## src/rtl/cpu_pkg.sv

```systemverilog
// Shared definitions for the CPU front end: opcode and subcode encodings,
// the decoded-flag bundle, the fetch-buffer entry and the decode helper.
package cpu_pkg;

    typedef enum logic [3:0] {
        OP_SUB  = 4'h0,
        OP_MOVL = 4'h8,
        OP_MOVH = 4'h9,
        OP_JMP  = 4'hE,
        OP_MEM  = 4'hF
    } opcode_t;

    localparam logic [3:0] SUB_JZ  = 4'h0;
    localparam logic [3:0] SUB_JNZ = 4'h1;
    localparam logic [3:0] SUB_JS  = 4'h2;
    localparam logic [3:0] SUB_JNS = 4'h3;
    localparam logic [3:0] SUB_LD  = 4'h0;
    localparam logic [3:0] SUB_ST  = 4'h1;

    typedef struct packed {
        logic is_sub;
        logic is_movl;
        logic is_movh;
        logic is_jmp;
        logic is_mem;
        logic is_jz;
        logic is_jnz;
        logic is_js;
        logic is_jns;
        logic is_ld;
        logic is_st;
    } dec_flags_t;

    typedef struct packed {
        logic [15:0] pc;
        logic [15:0] ins;
    } fetch_entry_t;

    // Unknown encodings yield all-zero flags; the instruction still flows on.
    function automatic dec_flags_t decode_ins(input logic [15:0] ins);
        dec_flags_t f;
        logic [3:0] op;
        logic [3:0] sb;
        op = ins[15:12];
        sb = ins[7:4];
        f = '0;
        f.is_sub  = (op == OP_SUB);
        f.is_movl = (op == OP_MOVL);
        f.is_movh = (op == OP_MOVH);
        f.is_jmp  = (op == OP_JMP);
        f.is_mem  = (op == OP_MEM);
        f.is_jz   = f.is_jmp && (sb == SUB_JZ);
        f.is_jnz  = f.is_jmp && (sb == SUB_JNZ);
        f.is_js   = f.is_jmp && (sb == SUB_JS);
        f.is_jns  = f.is_jmp && (sb == SUB_JNS);
        f.is_ld   = f.is_mem && (sb == SUB_LD);
        f.is_st   = f.is_mem && (sb == SUB_ST);
        return f;
    endfunction

endpackage

```

## src/rtl/ins_fifo.sv

```systemverilog
// Synchronous instruction buffer of fetch entries with occupancy count and
// a synchronous clear used on pipeline flush.
module ins_fifo
    import cpu_pkg::*;
#(
    parameter int DEPTH = 4
) (
    input  logic                     clk,
    input  logic                     rst_n,
    input  logic                     clear,
    input  logic                     push,
    input  logic                     pop,
    input  fetch_entry_t             wdata,
    output fetch_entry_t             rdata,
    output logic [$clog2(DEPTH):0]   count,
    output logic                     empty
);

    localparam int AW = $clog2(DEPTH);
    localparam int CW = AW + 1;

    fetch_entry_t   mem [DEPTH];
    logic [AW-1:0]  wr_ptr;
    logic [AW-1:0]  rd_ptr;
    logic           full;
    logic           do_push;
    logic           do_pop;

    assign empty   = (count == '0);
    assign full    = (count == CW'(DEPTH));
    assign do_pop  = pop && !empty;
    assign do_push = push && (!full || do_pop);
    assign rdata   = mem[rd_ptr];

    // Entry storage; contents need no reset because count gates visibility.
    always_ff @(posedge clk) begin
        if (do_push) begin
            mem[wr_ptr] <= wdata;
        end
    end

    // Pointer and occupancy bookkeeping; push and pop together leave count unchanged.
    always_ff @(posedge clk or negedge rst_n) begin
        if (!rst_n) begin
            wr_ptr <= '0;
            rd_ptr <= '0;
            count  <= '0;
        end else if (clear) begin
            wr_ptr <= '0;
            rd_ptr <= '0;
            count  <= '0;
        end else begin
            if (do_push) begin
                wr_ptr <= wr_ptr + AW'(1);
            end
            if (do_pop) begin
                rd_ptr <= rd_ptr + AW'(1);
            end
            case ({do_push, do_pop})
                2'b10:   count <= count + CW'(1);
                2'b01:   count <= count - CW'(1);
                default: count <= count;
            endcase
        end
    end

endmodule

```

## src/rtl/fetch_decode_pipe.sv

```systemverilog
// Fetch/decode front end: owns the PC, issues reads on memory port 0 under a
// credit limit, buffers returned words and presents the decoded d_* bundle.
// Optional build macro FETCH_BYPASS_EN lets a returning word skip the empty
// buffer and load the decode stage directly, saving one cycle.
module fetch_decode_pipe
    import cpu_pkg::*;
#(
    parameter logic [15:0] RESET_PC   = 16'h0000,
    parameter int          FIFO_DEPTH = 4,
    parameter int          MEM_LAT    = 2
) (
    input  logic        clk,
    input  logic        rst_n,
    input  logic        stall,
    input  logic        flush,
    input  logic [15:0] flushPc,
    output logic [15:0] memRAddr0,
    input  logic [15:0] memData0,
    output logic        d_valid,
    output logic [15:0] d_pc,
    output logic [15:0] d_ins,
    output logic        d_isSub,
    output logic        d_isMovl,
    output logic        d_isMovh,
    output logic        d_isJmp,
    output logic        d_isMem,
    output logic        d_isJz,
    output logic        d_isJnz,
    output logic        d_isJs,
    output logic        d_isJns,
    output logic        d_isLd,
    output logic        d_isSt,
    output logic [3:0]  regRAddr0,
    output logic [3:0]  regRAddr1
);

    localparam int CW  = $clog2(FIFO_DEPTH + MEM_LAT + 1) + 1;
    localparam int FCW = $clog2(FIFO_DEPTH) + 1;

    logic [15:0]        pc;
    logic [MEM_LAT-1:0] tag_valid;
    logic [15:0]        tag_pc [MEM_LAT];
    logic               exit_valid;
    logic [15:0]        exit_pc;
    logic [CW-1:0]      inflight;
    logic               issue;
    logic               bypass;

    fetch_entry_t       fifo_wdata;
    fetch_entry_t       fifo_head;
    logic [FCW-1:0]     fifo_count;
    logic               fifo_empty;
    logic               fifo_push;
    logic               fifo_pop;

    logic               load_en;
    fetch_entry_t       load_src;
    dec_flags_t         d_flags;

    assign memRAddr0  = pc;
    assign exit_valid = tag_valid[MEM_LAT-1];
    assign exit_pc    = tag_pc[MEM_LAT-1];

    // Count outstanding reads so buffer plus in-flight never exceeds the buffer size.
    always_comb begin
        inflight = '0;
        for (int i = 0; i < MEM_LAT; i++) begin
            inflight = inflight + CW'(tag_valid[i]);
        end
    end

    assign issue = !flush && ((CW'(fifo_count) + inflight) < CW'(FIFO_DEPTH));

`ifdef FETCH_BYPASS_EN
    assign bypass = fifo_empty && !stall && !flush && exit_valid;
`else
    assign bypass = 1'b0;
`endif

    assign fifo_wdata = '{pc: exit_pc, ins: memData0};
    assign fifo_push  = !flush && exit_valid && !bypass;
    assign fifo_pop   = !flush && !stall && !fifo_empty;

    // PC advances by one word per issue; a flush redirects it.
    always_ff @(posedge clk or negedge rst_n) begin
        if (!rst_n) begin
            pc <= RESET_PC;
        end else if (flush) begin
            pc <= flushPc;
        end else if (issue) begin
            pc <= pc + 16'd2;
        end
    end

    // Tag pipe mirrors the memory latency so each returning word knows its PC.
    always_ff @(posedge clk or negedge rst_n) begin
        if (!rst_n) begin
            tag_valid <= '0;
            for (int i = 0; i < MEM_LAT; i++) begin
                tag_pc[i] <= '0;
            end
        end else begin
            tag_valid[0] <= issue;
            tag_pc[0]    <= pc;
            for (int i = 1; i < MEM_LAT; i++) begin
                tag_valid[i] <= flush ? 1'b0 : tag_valid[i-1];
                tag_pc[i]    <= tag_pc[i-1];
            end
        end
    end

    ins_fifo #(
        .DEPTH (FIFO_DEPTH)
    ) u_fifo (
        .clk   (clk),
        .rst_n (rst_n),
        .clear (flush),
        .push  (fifo_push),
        .pop   (fifo_pop),
        .wdata (fifo_wdata),
        .rdata (fifo_head),
        .count (fifo_count),
        .empty (fifo_empty)
    );

    // Select what the decode stage loads: the bypassed word or the buffer head.
    always_comb begin
        load_en  = 1'b0;
        load_src = fifo_head;
        if (bypass) begin
            load_en  = 1'b1;
            load_src = '{pc: exit_pc, ins: memData0};
        end else if (fifo_pop) begin
            load_en  = 1'b1;
        end
    end

    // Decode stage register: flush kills it, stall freezes it, otherwise it refills.
    always_ff @(posedge clk or negedge rst_n) begin
        if (!rst_n) begin
            d_valid <= 1'b0;
            d_pc    <= '0;
            d_ins   <= '0;
            d_flags <= '0;
        end else if (flush) begin
            d_valid <= 1'b0;
        end else if (!stall) begin
            d_valid <= load_en;
            if (load_en) begin
                d_pc    <= load_src.pc;
                d_ins   <= load_src.ins;
                d_flags <= decode_ins(load_src.ins);
            end
        end
    end

    assign d_isSub  = d_flags.is_sub;
    assign d_isMovl = d_flags.is_movl;
    assign d_isMovh = d_flags.is_movh;
    assign d_isJmp  = d_flags.is_jmp;
    assign d_isMem  = d_flags.is_mem;
    assign d_isJz   = d_flags.is_jz;
    assign d_isJnz  = d_flags.is_jnz;
    assign d_isJs   = d_flags.is_js;
    assign d_isJns  = d_flags.is_jns;
    assign d_isLd   = d_flags.is_ld;
    assign d_isSt   = d_flags.is_st;

    assign regRAddr0 = d_ins[11:8];
    assign regRAddr1 = d_isSub ? d_ins[7:4] : d_ins[3:0];

endmodule

```

## config.mk

```make
export PLATFORM = sky130hd
export DESIGN_NAME = fetch_decode_pipe
export DESIGN_NICKNAME = d
export VERILOG_FILES = /design/src/rtl/cpu_pkg.sv /design/src/rtl/ins_fifo.sv /design/src/rtl/fetch_decode_pipe.sv
export SDC_FILE = /design/constraint.sdc
export NUM_CORES = 1
export LEC_CHECK = 0
export ABC_AREA = 1
export BUFFER_PORTS_ARGS = -buffer_cell sky130_fd_sc_hd__buf_2
export CAP_MARGIN = 20
export CORE_ASPECT_RATIO = 1.2
export CORE_UTILIZATION = 25
export DETAILED_ROUTE_END_ITERATION = 10
export GPL_ROUTABILITY_DRIVEN = 0
export HOLD_SLACK_MARGIN = 0.08
export SYNTH_ARGS = -nofsm -noshare
export SYNTH_HDL_FRONTEND = slang
export SYNTH_HIERARCHICAL = 1
export SYNTH_SLANG_ARGS = --single-unit
```

## constraint.sdc

```tcl
create_clock -name clk -period 4.7 [get_ports clk]
set_clock_uncertainty 0.1 [all_clocks]
set_input_delay 0.47 -clock clk [delete_from_list [all_inputs] [get_ports clk]]
set_output_delay 0.47 -clock clk [all_outputs]
set_load 0.1 [all_outputs]
```

==> results by group, run 1 <==
Critical path
  – Critical Path RT: ~4.7 ns
  – Crit path arrival time: between 2 and 3 ns
  – R2R Path Start: u_fifo/count[0]
  – Worst Setup SP: u_fifo/count[0]
  – Crit end category: flop
  – WS Path Type: flop to flop
  – Worst setup SP type: flop
  – Crit-path max FO: 32

Routing
  – DRT Pass-1 Iters: 4
  – Final ANT Viol Nets: 0
  – DRT iter0 DRCs: 373
  – Drt wl/cell: 14.0 um
  – Final WL: roughly 19 mm
  – Residual DRC: 0
  – Total number of vias: between 5000 and 6000
  – Via/cell ratio: ~4.2

Flow run
  – Max-cap viol count: 0

Logic synthesis
  – Synth unique cells: 29
  – Largest family of logic cells by synthesized area: simple AND/OR/NAND/NOR gates
  – Adder-cell share of the synthesized area: 1.06%
  – Ys Warns: 6
  – Synth Area in Compound Gates: 7.88%
  – Post-Synth Simple-Gate Area: approximately 15%
  – #FFs+latches synth: 229
  – Synthesized Nets: between 800 and 900
  – Syn Area/Cell: 11.4 um^2
  – Mapped Area: 0.00900 mm^2
  – Post-synthesis sequential area ratio: 70.8%
  – Xor/xnor share of the synthesized area: 0.389%
  – Multiplexer share of the synthesized area: 0%
  – Mapped Cells: around 800

Global routing
  – Largest net degree at the start of global routing: 67
  – First-pass GRT wire length: a little over 30 mm
  – GRT Total Usage: 10.6%
  – Number of global-route vias before repair: 5582
  – GRT overflow: 0
  – Initial antenna violation count: 0

Clock tree
  – Htree depth: 1
  – Clock-pin slew on the worst setup and hold paths: roughly 0.060 ns
  – Clk buf depth: 3
  – Post-CTS Setup Repair Bufs: 0
  – CTS Root Cell: clkbuf_16
  – Sink Count: around 230
  – CTS tree: yes
  – Clk Latency, worst-skew pair: roughly 0.50 ns
  – Inserted Clock Buffers: 25

Timing
  – Part of the cycle the worst path needs: between 50% and 60%
  – Setup ws final: 2.03 ns
  – Worst-Margin Slew: 1.06 ns
  – Final Max Tran Viols: 0
  – Worst rel slew slack: approximately 30%
  – Count of final setup violators: 0
  – Setup TNS Final: 0 ns
  – Max frequency: between 300 and 400 MHz
  – Final hold violations: 0
  – Tmin final: roughly 2.7 ns
  – RSZ-0062 raised after global routing: no

Pwr
  – Cell Pwr Density: 678 mW/mm^2
  – Final Power: about 7400 uW
  – Static leakage: approximately 0.0045 uW
  – Max VDD drop: 0.453 mV

Hold path
  – Hold wc startpoint: memData0[9]
  – Hold crit path type: input pin to flop

Layout
  – # diodes: 0
  – Commonest non-fill, non-tap cell in the layout: nand2_1
  – Fin cells: 1384
  – Fraction of layout cells with a size suffix above 1: 17.9%
  – Area grow syn2layout: 21.2%
  – Commonest non-fill, non-tap cells in the layout: nand2_1 (183), edfxtp_1 (128), buf_2 (102)
  – Layout Nets: 947

Floorplan
  – Area of the die: roughly 0.037 mm^2
  – IO Pins: around 100
  – Core ar.: approximately 0.035 mm^2
  – Row Count: 75
  – Die Span X: ~180 um
  – Starting density of the core: ~26%
  – Die Y: roughly 210 um

Placement
  – Post-DP HPWL: between 10 and 15 mm
  – Port bufs: roughly 100
  – Pre-CTS setup slack: approximately 1.7 ns
  – Inst Count DP: 1323

Status
  – Status: completed
[cell type report]
| type | instances | area, um^2 |
|---|---|---|
| tap | 462 | 578 |
| multi-input combinational | 473 | 2240 |
| clock buffer | 39 | 728 |
| sequential | 229 | 6370 |
| fill | 3600 | 24300 |
| timing repair buffer | 125 | 733 |
| inverter | 50 | 188 |
| clock inverter | 6 | 57.6 |
[path summary, 6_finish.rpt]
kind                                     end  slack [ns]  cells past startpoint
max                        u_fifo/mem[3][24]        2.03                      6
min                         u_fifo/mem[3][9]        0.10                      1
max reg2reg                u_fifo/mem[3][24]        2.03                      6
min reg2reg                       exit_pc[3]        0.24                      0
max in group asynchronous    u_fifo/count[1]        2.97                      3
min in group asynchronous           d_isMovl        0.52                      2
[cells in the mapped netlist, drive strengths merged]
| library cell | n | share of area [%] |
|---|---|---|
| buf | 23 | 1.9 |
| o21ai | 95 | 5.4 |
| dfrtp | 101 | 28 |
| nand2 | 185 | 7.8 |
| ha | 6 | 0.83 |
| clkinv | 2 | 0.083 |
| o22ai | 32 | 2.2 |
| a21oi | 3 | 0.17 |
| nor2 | 85 | 3.6 |
| nand4 | 8 | 0.56 |
| clkbuf | 15 | 0.63 |
| o211ai | 1 | 0.083 |
| inv | 48 | 2.0 |
| nor3 | 2 | 0.24 |
| nand3 | 48 | 2.8 |
| fa | 1 | 0.22 |
| edfxtp | 128 | 43 |
| xnor2 | 4 | 0.39 |
| or2 | 1 | 0.070 |
| nand3b | 2 | 0.17 |
[state kept, by name (all words and copies together) (netlist names)]
| name | cells |
|---|---|
| u_fifo/wr_ptr | 2 |
| d_isJns | 1 |
| d_isMovh | 1 |
| d_isJnz | 1 |
| memRAddr0 | 16 |
| d_ins | 16 |
| d_isMovl | 1 |
| u_fifo/count | 3 |
| d_pc | 16 |
| d_isLd | 1 |
| d_isMem | 1 |
| d_valid | 1 |
| d_isJmp | 1 |
| d_isJz | 1 |
| tag_pc | 16 |
| tag_valid | 2 |
| d_isSt | 1 |
| u_fifo/rd_ptr | 2 |
| exit_pc | 16 |
| d_isSub | 1 |
| u_fifo/mem | 128 |
| d_isJs | 1 |
[worst max-delay path, cell delays in order (launching register included)]
cell     delay [ns]
dfrtp_1        0.47
nor2_4         0.06
nand2_2        0.08
inv_1          0.07
nor3_4         0.46
o21ai_4        0.21
nor2_4         0.83
[power by group]
part | internal, uW | switching (uW) | leakage (uW) | total [uW]
combinational | 417 | 2320 | 0.00173 | 2740
sequential | 2530 | 285 | 0.00242 | 2820
clock | 1110 | 728 | 0.000386 | 1840
total | 4060 | 3330 | 0.00454 | 7400
[logic make-up after synthesis]
| logic type | Yosys count |
|---|---|
| and+or+nand+nor | 331 |
| DFF | 229 |
| AOI/OAI and AO/OA | 131 |
| buffers and inverters | 88 |
| adders and majority gates | 7 |
| xor gates and xnor gates | 4 |
[per-layer routing]
layer  GRT usage, %  share of wire, %
met1           14.4                45
met2           17.6                48
met5              0                 0
met4           2.40               1.6
met3           1.81               4.9
[through the flow]
step	util (%)	cell area, um^2	hold slack (ns)
CTS	30.9	10900	0.0822
global placement	28.3	9940	0.235
detailed placement	28.3	9940	0.235
floorplan	-	9000	0.0744
global route	31.0	10900	0.0851
finish	31.0	10900	0.100
[repair_timing]
action	CTS	global route
endpoints found under the hold margin	112	0
resized for setup	0	0
hold buffers	15	0
No activity file was read; power rests on OpenSTA's default activity.
==> run 2: changes to the inputs <==
- clock period: 4.7 -> 2.7 ns (I/O delays scaled with it)
==> results by group, run 2 (synthesized netlist as in run 1, its figures left out) <==
Timing
  – Final Max Tran Viols: 0 (unchanged)
  – Worst rel slew slack: 44.2% (+15 points)
  – Max frequency: 417 MHz (+11%)
  – Count of final setup violators: 0 (unchanged)
  – Final hold violations: 0 (unchanged)
  – Setup TNS Final: 0 ns (unchanged)
  – RSZ-0062 raised after global routing: no
  – Part of the cycle the worst path needs: 88.8% (+32 points)
  – Worst-Margin Slew: 0.835 ns (-0.220 ns)
  – Tmin final: 2.40 ns (-0.271 ns)

Pwr
  – Part of the power in the clock network: 26.3% (+1.4 points)
  – Max VDD drop: 0.720 mV (+59%)
  – Static leakage: 0.00472 uW (+4.1%)
  – Sequential group share of total power: 37.0% (-1.1 points)
  – Pint: 7360 uW (+81%)
  – Gate power share: 36.8% (-0.2 points)
  – Cell Pwr Density: 1170 mW/mm^2 (+72%)
  – Net load switching power: 5850 uW (+76%)
  – Sw Share: 44.3% (-0.77 points)

Clock tree
  – Inserted Clock Buffers: 24 (-4.0%)
  – Post-CTS Setup Repair Bufs: 0 (unchanged)
  – Clk buf depth: 3 (unchanged)
  – Clk Latency, worst-skew pair: 0.50 ns (about the same)
  – Sink Count: 229 (unchanged)
  – CTS tree: yes
  – Htree depth: 1 (unchanged)
  – Clock-pin slew on the worst setup and hold paths: 0.06 ns (about the same)
  – CTS Root Cell: clkbuf_16

Critical path
  – CP delay by family, top: buffers and inverters
  – R2R setup slack: 0.30 ns (-1.73 ns)
  – WS Path Type: flop to flop
  – Crit-path max FO: 47 (+47%)
  – Crit path cell chain: nor2_4 -> nand2_2 -> inv_1 -> nor3_4 -> buf_4 -> inv_2 -> nand2_1 -> o21ai_0
  – Crit end category: flop
  – Worst path bufs/invs: 3 (+2)
  – Worst setup SP type: flop
  – Crit-path slowest cell: dfrtp_1
  – Crit path depth: 8 (+2)
  – R2r worst-path depth: 8 (+2)
  – Worst path max stage delay: 0.49 ns (-0.34 ns)
  – Crit path arrival time: 2.65 ns (-0.04 ns)
  – Critical Path RT: 2.95 ns (-1.77 ns)

Layout
  – Fin cells: 1413 (+2.1%)
  – Fraction of layout cells with a size suffix above 1: 19.1% (+1.2 points)
  – Area grow syn2layout: 25.5%
  – Largest Register: u_fifo/mem
  – Layout Nets: 976 (+3.1%)
  – Commonest non-fill, non-tap cells in the layout: nand2_1 (183), edfxtp_1 (128), buf_2 (102)
  – Max reg flops: 128 (unchanged)
  – Commonest non-fill, non-tap cell in the layout: nand2_1
  – # diodes: 0 (unchanged)

Routing
  – Residual DRC: 0 (unchanged)
  – Drt wl/cell: 14.0 um (about the same)
  – DRT Pass-1 Iters: 5 (+1)
  – Final WL: 19.8 mm (+2.2%)
  – Total number of vias: 6022 (+2.7%)
  – Final ANT Viol Nets: 0 (unchanged)
  – DRT iter0 DRCs: 339 (-9.1%)
  – Via/cell ratio: 4.26 (+0.62%)

Floorplan
  – Starting density of the core: 25.6% (unchanged)
  – Area of the die: 0.0368 mm^2 (unchanged)
  – Core ar.: 0.0352 mm^2 (unchanged)
  – Die Span X: 175 um (unchanged)
  – Row Count: 75 (unchanged)
  – Die Y: 210 um (unchanged)
  – IO Pins: 104 (unchanged)

Hold path
  – Hold crit path type: input pin to flop
  – Hold path cells: 3 (+2)

Global routing
  – Initial antenna violation count: 0 (unchanged)
  – First-pass GRT wire length: 31.7 mm (+2.7%)
  – GRT overflow: 0 (unchanged)
  – GRT Total Usage: 10.9% (+0.29 points)
  – Number of global-route vias before repair: 5774 (+3.4%)
  – Largest net degree at the start of global routing: 102 (+52%)

Placement
  – Post-DP HPWL: 12.6 mm (+2.2%)
  – Port bufs: 103 (unchanged)
  – Inst Count DP: 1335 (+0.91%)

Flow run
  – Max-cap viol count: 0 (unchanged)

Status
  – Status: completed
==> run 2: cell types whose count changed in the layout (fill, tap and decap cells not counted), sizes merged <==
cell / delta
buf: +11
bufinv: +4
clkbuf: -10
clkinv: +4
dlygate4sd3: +19
inv: +1
==> run 2: power by group through the flow <==
| stage | Combinational (uW) | Sequential [uW] | Clock, uW |
|---|---|---|---|
| 2_1_floorplan | 1630 | 7280 | 0 |
| 3_3_place_gp | 4830 | 4950 | 0 |
| 3_5_place_dp | 4870 | 4960 | 0 |
| 4_1_cts | 4910 | 4890 | 3560 |
| 5_1_grt | 5130 | 4990 | 3690 |
| 6_report | 4860 | 4880 | 3470 |
==> run 2: metrics by stage <==
| step | utilization (%) | hold slack (ns) | cell area [um^2] | worst slack, ns | power (uW) |
|---|---|---|---|---|---|
| 3_5_place_dp | 28.7 | 0.235 | 10100 | 0.287 | 9830 |
| 6_report | 32.1 | 0.198 | 11300 | 0.303 | 13200 |
| 3_3_place_gp | 28.7 | 0.233 | 10100 | 0.366 | 9780 |
| 4_1_cts | 32.1 | 0.181 | 11300 | 0.264 | 13400 |
| 2_1_floorplan | - | -0.126 | 9010 | -0.511 | 8910 |
| 5_1_grt | 32.1 | 0.219 | 11300 | 0.0495 | 13800 |
==> run 2: per-layer routing <==
layer  global-route usage [%]  part of all wire, %  wire [um]
met1                     14.3                   46       9030
met2                     18.4                   48       9470
met4                     2.85                  1.9        382
met5                        0                    0          0
met3                     1.81                  4.5        882
==> run 2: final cells by class <==
cell class	count	area [um^2]
clock buffer	29	641
clock inverter	15	201
fill	3565	23900
inverter	50	188
multi-input combinational	473	2250
sequential	229	6370
tap	462	578
timing repair buffer	155	1060
==> run 2: tightest hold or removal path: cells and delay by family <==
family / cells / cell delay, ns
buffers and inverters: 2 / 0.37
AND/OR/NAND/NOR: 1 / 0.12
==> run 2: what timing repair did <==
action / 4_1_cts / 5_1_grt
hold buffers: 34 / 0
gates resized for setup: 0 / 0
hold endpoints to repair: 182 / 0
==> run 2: final timing paths <==
kind,startpoint,to
setup / recovery,u_fifo/count[0],d_ins[13]
hold / removal,flush,tag_valid[1]
setup reg to reg,u_fifo/count[0],d_ins[13]
hold reg to reg,tag_pc[19],exit_pc[3]
max in group asynchronous,rst_n,u_fifo/rd_ptr[0]
min in group asynchronous,rst_n,d_isMovl
